### config.mk
export PLATFORM = sky130hd
export DESIGN_NAME = cp0_flat
export DESIGN_NICKNAME = d
export VERILOG_FILES = /design/src/rtl/cp0_if.sv /design/src/rtl/cp0.sv /design/src/flat_wrapper.sv
export SDC_FILE = /design/constraint.sdc
export NUM_CORES = 1
export LEC_CHECK = 0
export BUFFER_PORTS_ARGS = -buffer_cell sky130_fd_sc_hd__buf_2
export CORE_ASPECT_RATIO = 0.9
export CORE_MARGIN = 2
export CORE_UTILIZATION = 49
export DETAILED_ROUTE_END_ITERATION = 16
export GPL_ROUTABILITY_DRIVEN = 0
export HOLD_SLACK_MARGIN = 0.05
export PLACE_DENSITY = 0.91
export SLEW_MARGIN = 20
export SYNTH_ARGS = -nofsm -noshare
export SYNTH_HDL_FRONTEND = slang
export SYNTH_SLANG_ARGS = --single-unit
export TNS_END_PERCENT = 30
### constraint.sdc
create_clock -name clk -period 5.13 [get_ports clk]
set_input_delay 0.2565 -clock clk [delete_from_list [all_inputs] [get_ports clk]]
set_output_delay 0.2565 -clock clk [all_outputs]
set_load 0.02 [all_outputs]
### src/rtl/cp0_if.sv
`default_nettype none
// ============================================================================
// Module      : cp0_if
// Description : M-stage exception and CP0 access bundle between the pipeline
//               (master) and the coprocessor-0 responder (slave).
// Revision    : 1.0 - initial release
// ============================================================================
interface cp0_if;
  logic [31:0] PC_M;
  logic        Delay_M;
  logic [4:0]  ExcCode_M;
  logic [5:0]  HWInt;
  logic [4:0]  CP0_A;
  logic [31:0] CP0_Din;
  logic        CP0_We;
  logic        EXLClr;
  logic [31:0] CP0_Dout;
  logic        Req;
  logic [31:0] ExcPC;
  logic [31:0] EPC_out;

  modport master (
    output PC_M, Delay_M, ExcCode_M, HWInt, CP0_A, CP0_Din, CP0_We, EXLClr,
    input  CP0_Dout, Req, ExcPC, EPC_out
  );

  modport slave (
    input  PC_M, Delay_M, ExcCode_M, HWInt, CP0_A, CP0_Din, CP0_We, EXLClr,
    output CP0_Dout, Req, ExcPC, EPC_out
  );
endinterface
`default_nettype wire

### src/rtl/cp0.sv
`default_nettype none
// ============================================================================
// Module      : cp0
// Description : Coprocessor-0 exception/interrupt responder (SR, Cause, EPC)
//               with zero-cycle flush request. Define CP0_PRID_EN to expose
//               the PRId register at index 15.
// Revision    : 1.0 - initial release
// ============================================================================
module cp0 #(
  parameter logic [31:0] EXC_VECTOR = 32'h0000_4180
) (
  input  wire logic clk,
  input  wire logic reset,
  cp0_if.slave      bus
);

`ifdef CP0_PRID_EN
  localparam logic [31:0] PRID = 32'h2022_0007;
`endif

  logic [5:0]  r_im;
  logic        r_exl;
  logic        r_ie;
  logic        r_bd;
  logic [5:0]  r_ip;
  logic [4:0]  r_exc_code;
  logic [31:0] r_epc;

  logic        w_int_req;
  logic        w_exc_req;
  logic        w_req;
  logic [31:0] w_sr;
  logic [31:0] w_cause;
  logic [31:0] w_dout;

  // Gating with reset keeps Req low for the whole asynchronous reset window.
  assign w_int_req = (|(bus.HWInt & r_im)) & r_ie & ~r_exl & reset;
  assign w_exc_req = (bus.ExcCode_M != 5'd0) & ~r_exl & reset;
  assign w_req     = w_int_req | w_exc_req;

  assign w_sr    = {16'b0, r_im, 8'b0, r_exl, r_ie};
  assign w_cause = {r_bd, 15'b0, r_ip, 3'b0, r_exc_code, 2'b0};

  always_ff @(posedge clk or negedge reset) begin
    if (!reset) begin
      r_im       <= 6'd0;
      r_exl      <= 1'b0;
      r_ie       <= 1'b0;
      r_bd       <= 1'b0;
      r_ip       <= 6'd0;
      r_exc_code <= 5'd0;
      r_epc      <= 32'd0;
    end else begin
      r_ip <= bus.HWInt;
      if (w_req) begin
        // The M-stage instruction is being flushed, so its mtc0/eret are dropped.
        r_exl      <= 1'b1;
        r_bd       <= bus.Delay_M;
        r_exc_code <= w_int_req ? 5'd0 : bus.ExcCode_M;
        r_epc      <= bus.Delay_M ? (bus.PC_M - 32'd4) : bus.PC_M;
      end else begin
        if (bus.CP0_We) begin
          case (bus.CP0_A)
            5'd12: begin
              r_im  <= bus.CP0_Din[15:10];
              r_exl <= bus.CP0_Din[1];
              r_ie  <= bus.CP0_Din[0];
            end
            5'd14:   r_epc <= bus.CP0_Din;
            default: ;
          endcase
        end
        // Placed after the mtc0 so eret wins the EXL bit on a collision.
        if (bus.EXLClr) r_exl <= 1'b0;
      end
    end
  end

  always_comb begin
    w_dout = 32'd0;
    case (bus.CP0_A)
      5'd12:   w_dout = w_sr;
      5'd13:   w_dout = w_cause;
      5'd14:   w_dout = r_epc;
`ifdef CP0_PRID_EN
      5'd15:   w_dout = PRID;
`endif
      default: w_dout = 32'd0;
    endcase
  end

  assign bus.CP0_Dout = w_dout;
  assign bus.Req      = w_req;
  assign bus.ExcPC    = w_req ? EXC_VECTOR : r_epc;
  assign bus.EPC_out  = r_epc;

endmodule
`default_nettype wire

### src/flat_wrapper.sv
// flat-port wrapper written by rule: the top's interface ports become plain ports
module cp0_flat 
#(
  parameter logic [31:0] EXC_VECTOR = 32'h0000_4180
)
  (clk, reset, bus_PC_M, bus_Delay_M, bus_ExcCode_M, bus_HWInt, bus_CP0_A, bus_CP0_Din, bus_CP0_We, bus_EXLClr, bus_CP0_Dout, bus_Req, bus_ExcPC, bus_EPC_out);
  cp0_if bus_i ();
  input  wire logic clk;
  input  wire logic reset;
  input wire logic [$bits(bus_i.PC_M)-1:0] bus_PC_M;
  input wire logic [$bits(bus_i.Delay_M)-1:0] bus_Delay_M;
  input wire logic [$bits(bus_i.ExcCode_M)-1:0] bus_ExcCode_M;
  input wire logic [$bits(bus_i.HWInt)-1:0] bus_HWInt;
  input wire logic [$bits(bus_i.CP0_A)-1:0] bus_CP0_A;
  input wire logic [$bits(bus_i.CP0_Din)-1:0] bus_CP0_Din;
  input wire logic [$bits(bus_i.CP0_We)-1:0] bus_CP0_We;
  input wire logic [$bits(bus_i.EXLClr)-1:0] bus_EXLClr;
  output wire logic [$bits(bus_i.CP0_Dout)-1:0] bus_CP0_Dout;
  output wire logic [$bits(bus_i.Req)-1:0] bus_Req;
  output wire logic [$bits(bus_i.ExcPC)-1:0] bus_ExcPC;
  output wire logic [$bits(bus_i.EPC_out)-1:0] bus_EPC_out;
  assign bus_i.PC_M = bus_PC_M;
  assign bus_i.Delay_M = bus_Delay_M;
  assign bus_i.ExcCode_M = bus_ExcCode_M;
  assign bus_i.HWInt = bus_HWInt;
  assign bus_i.CP0_A = bus_CP0_A;
  assign bus_i.CP0_Din = bus_CP0_Din;
  assign bus_i.CP0_We = bus_CP0_We;
  assign bus_i.EXLClr = bus_EXLClr;
  assign bus_CP0_Dout = bus_i.CP0_Dout;
  assign bus_Req = bus_i.Req;
  assign bus_ExcPC = bus_i.ExcPC;
  assign bus_EPC_out = bus_i.EPC_out;
  cp0 #(.EXC_VECTOR(EXC_VECTOR)) u_core (.clk(clk), .reset(reset), .bus(bus_i));
endmodule
==> Word-level counts from Yosys, hierarchy flattened <==
Index checks and enable logic that the tools add are counted.
{ "totals": {"register_bits": 52, "input_bits": 85} }
{ "op_classes": {"n_addsub": 1, "eq_ne": 3, "n_mux": 11, "n_bitwise": 9, "reduce_logical": 9} }
{ "ops": {"columns": ["op", "n"], "rows": [
  ["2-to-1 mux 32 bit", 5],
  ["case mux 32 bit (3 select lines)", 1],
  ["subtractor 32 x 3 -> 32 bit (second input constant)", 1],
  ["== test 5 x 4 -> 1 bit (second input constant)", 3],
  ["bitwise AND 6 bit", 1],
  ["nonzero test 3 bit", 2],
  ["OR reduction 6 bit", 1],
  ["bitwise AND 1 bit", 5],
  ["2-to-1 mux 5 bit", 1],
  ["nonzero test 5 bit", 1],
  ["2-to-1 mux 1 bit", 4],
  ["AND reduction 2 bit", 2],
  ["nonzero test 2 bit", 2],
  ["AND reduction 3 bit", 1],
  ["NOT 1 bit", 2],
  ["bitwise OR 1 bit", 1]
]} }

==> Logic depth before layout (Yosys ltp) <==
Gate-level depths: netlist (run 1).
{ "logic_depth": {"ltp_word": 8, "ltp_mapped": 8, "ltp_nobuf": 7} }

==> Worst setup path before layout (run 1) <==
Ideal clock, no wire load.
{ "synth_path": {"path_kind": "flip-flop to output port", "start": "register u_core.r_im[0]", "end": "output port bus_ExcPC[13]", "arrival_time_ps": 1838, "path_slack_ps": 3036, "path_stages_with_launch": 7, "path_buffers": 2, "path_cell_list": "dfrtp_1 a22o_1 o31ai_1 a21o_1 clkbuf_8 clkbuf_1 and2_1"} }
{ "synth_via": {"elab_chain_cells": 7} }
{ "synth_rtl": {"columns": ["item", "line", "source"], "rows": [
  ["start: declaration", "cp0.sv:21", "logic [5:0] r_im;"],
  ["start signal: assignment", "cp0.sv:65", "r_im <= bus.CP0_Din[15:10];"],
  ["bitwise AND 6 bit", "cp0.sv:37", "assign w_int_req = (|(bus.HWInt & r_im)) & r_ie & ~r_exl & reset;"],
  ["OR reduction 6 bit", "cp0.sv:37", null],
  ["bitwise AND 1 bit (3 in a row)", "cp0.sv:37", null],
  ["bitwise OR 1 bit", "cp0.sv:39", "assign w_req = w_int_req | w_exc_req;"],
  ["2-to-1 mux 32 bit", "cp0.sv:94", "assign bus.ExcPC = w_req ? EXC_VECTOR : r_epc;"],
  ["end: declaration", "flat_wrapper.sv:20", "output wire logic [$bits(bus_i.ExcPC)-1:0] bus_ExcPC;"]
]} }
Every way passes these cells.

==> Final worst setup path (run 1) <==
{ "layout_path": {"start": "register u_core.r_im[3]", "end": "output port bus_ExcPC[15]"} }
The elaborated chain is that of the path after synthesis.

==> results.sh, run 1 <==
export IMPL_drv_slew=0
export IMPL_chipHeight_um=83.7
export IMPL_fin_skew_ns=0.0137
export IMPL_grt_pass1_vias=3409
export IMPL_port_buffers=181
export IMPL_firstDrtPassIters=4
export IMPL_drtAntennaViolNets=0
export IMPL_n_fill_cell=595
export IMPL_floorplan_rows=29
export IMPL_overflow=0
export IMPL_finalSetupTns_ns=0
export IMPL_area_delta_synth_final_pct=30.6
export IMPL_cp_max_fo=57
export IMPL_synth_most_common_cell="mux2i_1"
export IMPL_design_area_um2=4520
export IMPL_place_ws_ns=2.53
export IMPL_r2r_start="u_core.r_im[3]$_DFFE_PN0P_"
export IMPL_min_from="bus_HWInt[5]"
export IMPL_endpoint_kind="output pin"
export IMPL_setup_worst_path_start_class="register"
export IMPL_place_hpwl_um=7770
export IMPL_grtUsageTotal=0.261
export IMPL_route_detailed_drc=0
export IMPL_setup_ws_ns=2.19
export IMPL_grt_max_degree=58
export IMPL_finalSetupViolCount=0
export IMPL_reg2reg_slack_ns=2.67
export IMPL_antenna_found_initial=0
export IMPL_hold_class="in -> reg"
export IMPL_stdcell_count=620
export IMPL_pin_count=182
export IMPL_holdPathStages=1
export IMPL_cts_hold_buf=0
export IMPL_yosys_warnings=0
export IMPL_clock_fmax_ghz=0.340
export IMPL_coreArea_um2=6930
export IMPL_h_tree_depth=2
export IMPL_critPathKind="reg -> out"
export IMPL_clock_sinks=52
export IMPL_synth_distinct_cells=48
export IMPL_cts_buffers_inserted=5
export IMPL_insertedDiodeCount=0
export IMPL_synthesis_nets=438
export IMPL_fin_crit_ns=2.94
export IMPL_arrival_ns=2.69
export IMPL_synth_area_leaders="dfrtp_1 38%, mux2i_1 16%, and2_1 8.5%"
export IMPL_cts_buffer_depth=2
export IMPL_synth_seq_cells=52
export IMPL_place_inst=612
export IMPL_hold_ws_ns=0.0697
export IMPL_rsz0062_at_grt="false"
export IMPL_via_per_inst=5.39
export IMPL_drive_gt1_frac=0.408
export IMPL_irDropWorstVdd_uv=162
export IMPL_synth_top_cell_by_area="dfrtp_1"
export IMPL_leakagePower_nw=2.51
export IMPL_status="finished, final reports clean"
export IMPL_fin_crit_sh=0.574
export IMPL_syn_inst=352
export IMPL_synth_seq_area_share=0.376
export IMPL_maxCapViolations=0
export IMPL_grt_pass1_wl_um=16200
export IMPL_powerDensity_nw_per_um2=306
export IMPL_hold_viol=0
export IMPL_ys_flop_type="dfrtp_1"
export IMPL_worstMarginPinSlew_ns=1.06
export IMPL_r2r_end="u_core.r_im[1]$_DFFE_PN0P_"
export IMPL_syn_avg_cell_area_um2=9.84
export IMPL_die_area_um2=7760
export IMPL_r2r_cells=6
export IMPL_relSlewSlack=0.293
export IMPL_vias=3344
export IMPL_post_cts_buffers=0
export IMPL_die_w_um=92.6
export IMPL_drt_iter0_drc=135
export IMPL_clock_root_buffer="clkbuf_8"
export IMPL_cts_tree="done"
export IMPL_insertion_delay_ns=0.30
export IMPL_synth_area_um2=3460
export IMPL_clk_pin_slew_ns=0.10
export IMPL_wire_per_inst_um=16.5
export IMPL_post_dp_cell_area_um2=4430
export IMPL_start_util=0.500
export IMPL_synth_edff_count=0
export IMPL_final_nets=612
export IMPL_yosys_area_top_type_share=0.376
export IMPL_async_reset_ff_frac=1.00
export IMPL_critPathRequiredTime_ns=4.87
export IMPL_wirelength_um=10200
export IMPL_cts_resized_gates=0
export IMPL_synth_common_cells="57 x mux2i_1, 52 x dfrtp_1, 47 x and2_1"
export IMPL_hold_end="u_core.r_ip[5]$_DFF_PN0_"
==> sequential cells by signal, summed over array words and instances (netlist names) <==
signal              count
u_core.r_ie             1
u_core.r_im             6
u_core.r_ip             6
u_core.r_bd             1
u_core.r_exc_code       5
u_core.r_exl            1
u_core.bus.EPC_out     32
==> cell usage in the layout, fill, tap and decap left out, types with 2 or more instances in the layout <==
master | synthesis | layout
buf_2 | 3 | 181
mux2i_1 | 57 | 57
dfrtp_1 | 52 | 52
and2_1 | 47 | 47
nand2_1 | 27 | 26
o21ai_0 | 18 | 18
a22o_1 | 13 | 13
xnor2_1 | 13 | 13
xor2_1 | 13 | 13
nor2_1 | 12 | 12
nor3_1 | 9 | 9
inv_1 | 8 | 8
mux2_2 | 8 | 8
nand3_1 | 6 | 6
nand4_1 | 6 | 6
clkbuf_8 | 1 | 6
nor4_1 | 5 | 5
o21ai_1 | 5 | 5
nand2b_1 | 4 | 4
buf_4 | 0 | 3
or4_1 | 2 | 2
or4b_4 | 2 | 2
nor3_2 | 2 | 2
and4_1 | 2 | 2
and4bb_2 | 2 | 2
==> worst max path at each step <==
stage                               start            end  slack [ns]  cells after the start
2_1_floorplan  u_core.r_im[0]$_DFFE_PN0P_  bus_ExcPC[13]        3.04                      6
3_3_place_gp                 bus_HWInt[3]   bus_ExcPC[0]        2.63                      7
3_5_place_dp   u_core.r_im[3]$_DFFE_PN0P_  bus_ExcPC[10]        2.53                      6
4_1_cts        u_core.r_im[3]$_DFFE_PN0P_  bus_ExcPC[10]        2.18                      6
5_1_grt        u_core.r_im[3]$_DFFE_PN0P_  bus_ExcPC[15]        1.96                      6
6_report       u_core.r_im[3]$_DFFE_PN0P_  bus_ExcPC[15]        2.19                      6
==> metrics by stage <==
step | utilization | power [W]
2_1_floorplan | - | 0.000916
3_3_place_gp | 0.639 | 0.00112
3_5_place_dp | 0.639 | 0.00114
4_1_cts | 0.653 | 0.00139
5_1_grt | 0.653 | 0.00146
6_report | 0.653 | 0.00139
==> layout make-up <==
cell class	instances	area [µm²]	share of cell area
clock buffer	6	82.6	0.0183
clock inverter	2	13.8	0.00304
inverter	9	33.8	0.00747
multi-input combinational	274	2050	0.453
sequential	52	1300	0.288
tap	93	116	0.0257
timing repair buffer	184	928	0.205
==> worst max-delay path, cell delays in order (launching register included) <==
cell and delay, ns:
dfrtp_1 0.42, a22o_1 0.25, o31ai_1 0.55, a21o_2 0.24, buf_4 0.51, and2_1 0.22
buf_2 0.16
==> layer usage <==
layer | GRT usage | up-vias | part of all wire
met5 | 0 | - | 0
met1 | 0.333 | 1581 | 0.41
met2 | 0.443 | 150 | 0.49
li1 | - | 1593 | -
met3 | 0.0425 | 20 | 0.071
met4 | 0.104 | 0 | 0.023
==> logic make-up after synthesis <==
logic type,share of synthesized area
simple gates,0.244
mux,0.191
flops,0.376
compound gates,0.0835
xor+xnor,0.0658
buf+inv,0.0365
fa+ha+maj,0.00361
==> where the power goes <==
part           total (W)  switching (W)  internal, W
registers       0.000572      0.0000766     0.000495
clock network   0.000252       0.000142     0.000111
logic           0.000562       0.000341     0.000222
Power figures use the tool's default switching activity.
==> run 2: changes to the inputs <==
--- a/config.mk
+++ b/config.mk
@@ -8,11 +8,11 @@
 export BUFFER_PORTS_ARGS = -buffer_cell sky130_fd_sc_hd__buf_2
 export CORE_ASPECT_RATIO = 0.9
 export CORE_MARGIN = 2
-export CORE_UTILIZATION = 49
+export CORE_UTILIZATION = 46
 export DETAILED_ROUTE_END_ITERATION = 16
 export GPL_ROUTABILITY_DRIVEN = 0
 export HOLD_SLACK_MARGIN = 0.05
-export PLACE_DENSITY = 0.91
+export PLACE_DENSITY = 0.86
 export SLEW_MARGIN = 20
 export SYNTH_ARGS = -nofsm -noshare
 export SYNTH_HDL_FRONTEND = slang
==> constraint.sdc (replaced) <==
create_clock -name clk -period 3.05 [get_ports clk]
set_input_delay 0.1525 -clock clk [delete_from_list [all_inputs] [get_ports clk]]
set_output_delay 0.1525 -clock clk [all_outputs]
set_load 0.02 [all_outputs]
==> run 2 against run 1 <==
Highest routed layer unchanged. Die area up 6.2%. Critical endpoint is now bus_ExcPC[11]. Clock power is 110% higher. Via count up 1.9%.
==> results.sh, run 2 (synthesis results as in run 1) <==
export IMPL_route_detailed_drc=0
export IMPL_mostFrequentLayoutCell="buf_2"
export IMPL_coreArea_um2=7180
export IMPL_worstMarginPinSlew_ns=1.06
export IMPL_place_inst=613
export IMPL_die_w_um=95.4
export IMPL_hold_viol=0
export IMPL_clock_root_buffer="clkbuf_8"
export IMPL_clk_pin_slew_ns=0.09
export IMPL_overflow=0
export IMPL_stdcell_count=629
export IMPL_final_cell_mix="181 x buf_2, 57 x mux2i_1, 52 x dfrtp_1"
export IMPL_fin_skew_ns=0.0158
export IMPL_grt_pass1_vias=3365
export IMPL_h_tree_depth=2
export IMPL_critPathBufInv=4
export IMPL_via_per_inst=5.42
export IMPL_cts_tree="done"
export IMPL_grt_pass1_wl_um=16500
export IMPL_grtUsageTotal=0.256
export IMPL_cp_max_fo=57
export IMPL_irDropWorstVdd_uv=320
export IMPL_vias=3407
export IMPL_start_util=0.482
export IMPL_place_hpwl_um=7980
export IMPL_floorplan_rows=29
export IMPL_hold_class="in -> reg"
export IMPL_area_delta_synth_final_pct=34.2
export IMPL_rsz0062_at_grt="false"
export IMPL_critPathRequiredTime_ns=2.90
export IMPL_drt_iter0_drc=224
export IMPL_die_area_um2=8240
export IMPL_drive_gt1_frac=0.403
export IMPL_n_fill_cell=637
export IMPL_critPathKind="in -> out"
export IMPL_powerDensity_nw_per_um2=526
export IMPL_wirelength_um=10600
export IMPL_final_nets=621
export IMPL_crit_path_frequent_cell="buf_2"
export IMPL_design_area_um2=4640
export IMPL_fin_crit_sh=0.924
export IMPL_arrival_ns=2.67
export IMPL_setup_worst_path_start_class="primary input"
export IMPL_finalSetupViolCount=0
export IMPL_fin_crit_ns=2.82
export IMPL_drv_slew=0
export IMPL_cts_buffer_depth=2
export IMPL_firstDrtPassIters=4
export IMPL_cpMaxStageDelayCell="o31ai_1"
export IMPL_pin_count=182
export IMPL_insertedDiodeCount=0
export IMPL_cpLargestDelayFamily="buffers and inverters"
export IMPL_relSlewSlack=0.290
export IMPL_wire_per_inst_um=16.9
export IMPL_post_cts_buffers=0
export IMPL_cts_buffers_inserted=5
export IMPL_post_dp_cell_area_um2=4430
export IMPL_clock_sinks=52
export IMPL_largest_reg_flops=32
export IMPL_drtAntennaViolNets=0
export IMPL_insertion_delay_ns=0.31
export IMPL_grt_max_degree=58
export IMPL_endpoint_kind="output pin"
export IMPL_clock_fmax_ghz=0.355
export IMPL_finalSetupTns_ns=0
export IMPL_leakagePower_nw=2.57
export IMPL_chipHeight_um=86.3
export IMPL_status="finished, final reports clean"
export IMPL_port_buffers=181
export IMPL_worstPathCellList="dlygate4sd3_1, buf_2, a22o_1, o31ai_1, a21o_2, buf_6, and2_1, buf_2"
export IMPL_antenna_found_initial=0
export IMPL_maxCapViolations=0
export IMPL_cpPeakStageDelay_ns=0.56
run 2: changes by cell type in the layout (fill, tap and decap cells not counted):
cell	previous run	this run
bufinv_16	0	1
clkbuf_8	6	7
inv_6	1	0
clkinv_2	1	0
buf_6	0	1
dlygate4sd3_1	0	8
run 2: power by group:
part | switching, W | internal (W) | leakage, nW | total [W]
combinational | 0.000576 | 0.000381 | 1.87 | 0.000956
sequential | 0.000130 | 0.000832 | 0.626 | 0.000963
clock | 0.000234 | 0.000290 | 0.0645 | 0.000524
run 2: path summary, 6_finish.rpt:
kind                                                       start                                  to  slack [ns]  cells past startpoint
worst max-delay path                                bus_HWInt[3]                       bus_ExcPC[11]        0.23                      8
worst min-delay path                                 bus_PC_M[0]   u_core.bus.EPC_out[0]$_DFFE_PN0P_        0.06                      3
worst max register to register        u_core.r_im[3]$_DFFE_PN0P_          u_core.r_im[5]$_DFFE_PN0P_        0.57                      6
worst min register to register  u_core.r_exc_code[0]$_DFFE_PN0P_    u_core.r_exc_code[0]$_DFFE_PN0P_        0.53                      1
max in group asynchronous                                  reset          u_core.r_im[0]$_DFFE_PN0P_        2.05                      3
min in group asynchronous                                  reset  u_core.bus.EPC_out[25]$_DFFE_PN0P_        0.52                      3
run 2: per-stage QoR:
step | setup slack [ns] | hold slack [ns] | power (W) | utilization
after floorplan | 1.06 | -0.143 | 0.00154 | -
after global placement | 0.651 | 0.281 | 0.00189 | 0.617
after detailed placement | 0.563 | 0.282 | 0.00193 | 0.617
after CTS | 0.111 | 0.0671 | 0.00245 | 0.646
after global routing | 0.0666 | 0.0658 | 0.00258 | 0.646
final | 0.231 | 0.0649 | 0.00244 | 0.646
run 2: worst min-delay path: stages:
cell and delay, ns:
buf_2 0.08, nand2_1 0.04, o21ai_0 0.06
run 2: what timing repair did:
item / CTS / global route
endpoints found under the setup margin: 0 / 31
gates resized for setup: 0 / 1
hold buffers: 8 / 0
hold endpoints to repair: 59 / 0
run 2: layout make-up:
class / count / area, µm² / area share
well taps: 93 / 116 / 0.0251
clock buffers: 7 / 96.3 / 0.0207
multi-input cells: 274 / 2050 / 0.441
flip-flops and latches: 52 / 1300 / 0.280
clock inverters: 1 / 30.0 / 0.00647
inverters: 9 / 33.8 / 0.00727
repair buffers: 193 / 1020 / 0.220
run 2: layer usage:
metal / routed length [µm] / part of all wire / track usage
met3: 609 / 0.057 / 0.0365
met4: 155 / 0.015 / 0.0649
met1: 4440 / 0.42 / 0.328
met5: 0 / 0 / 0
met2: 5430 / 0.51 / 0.456
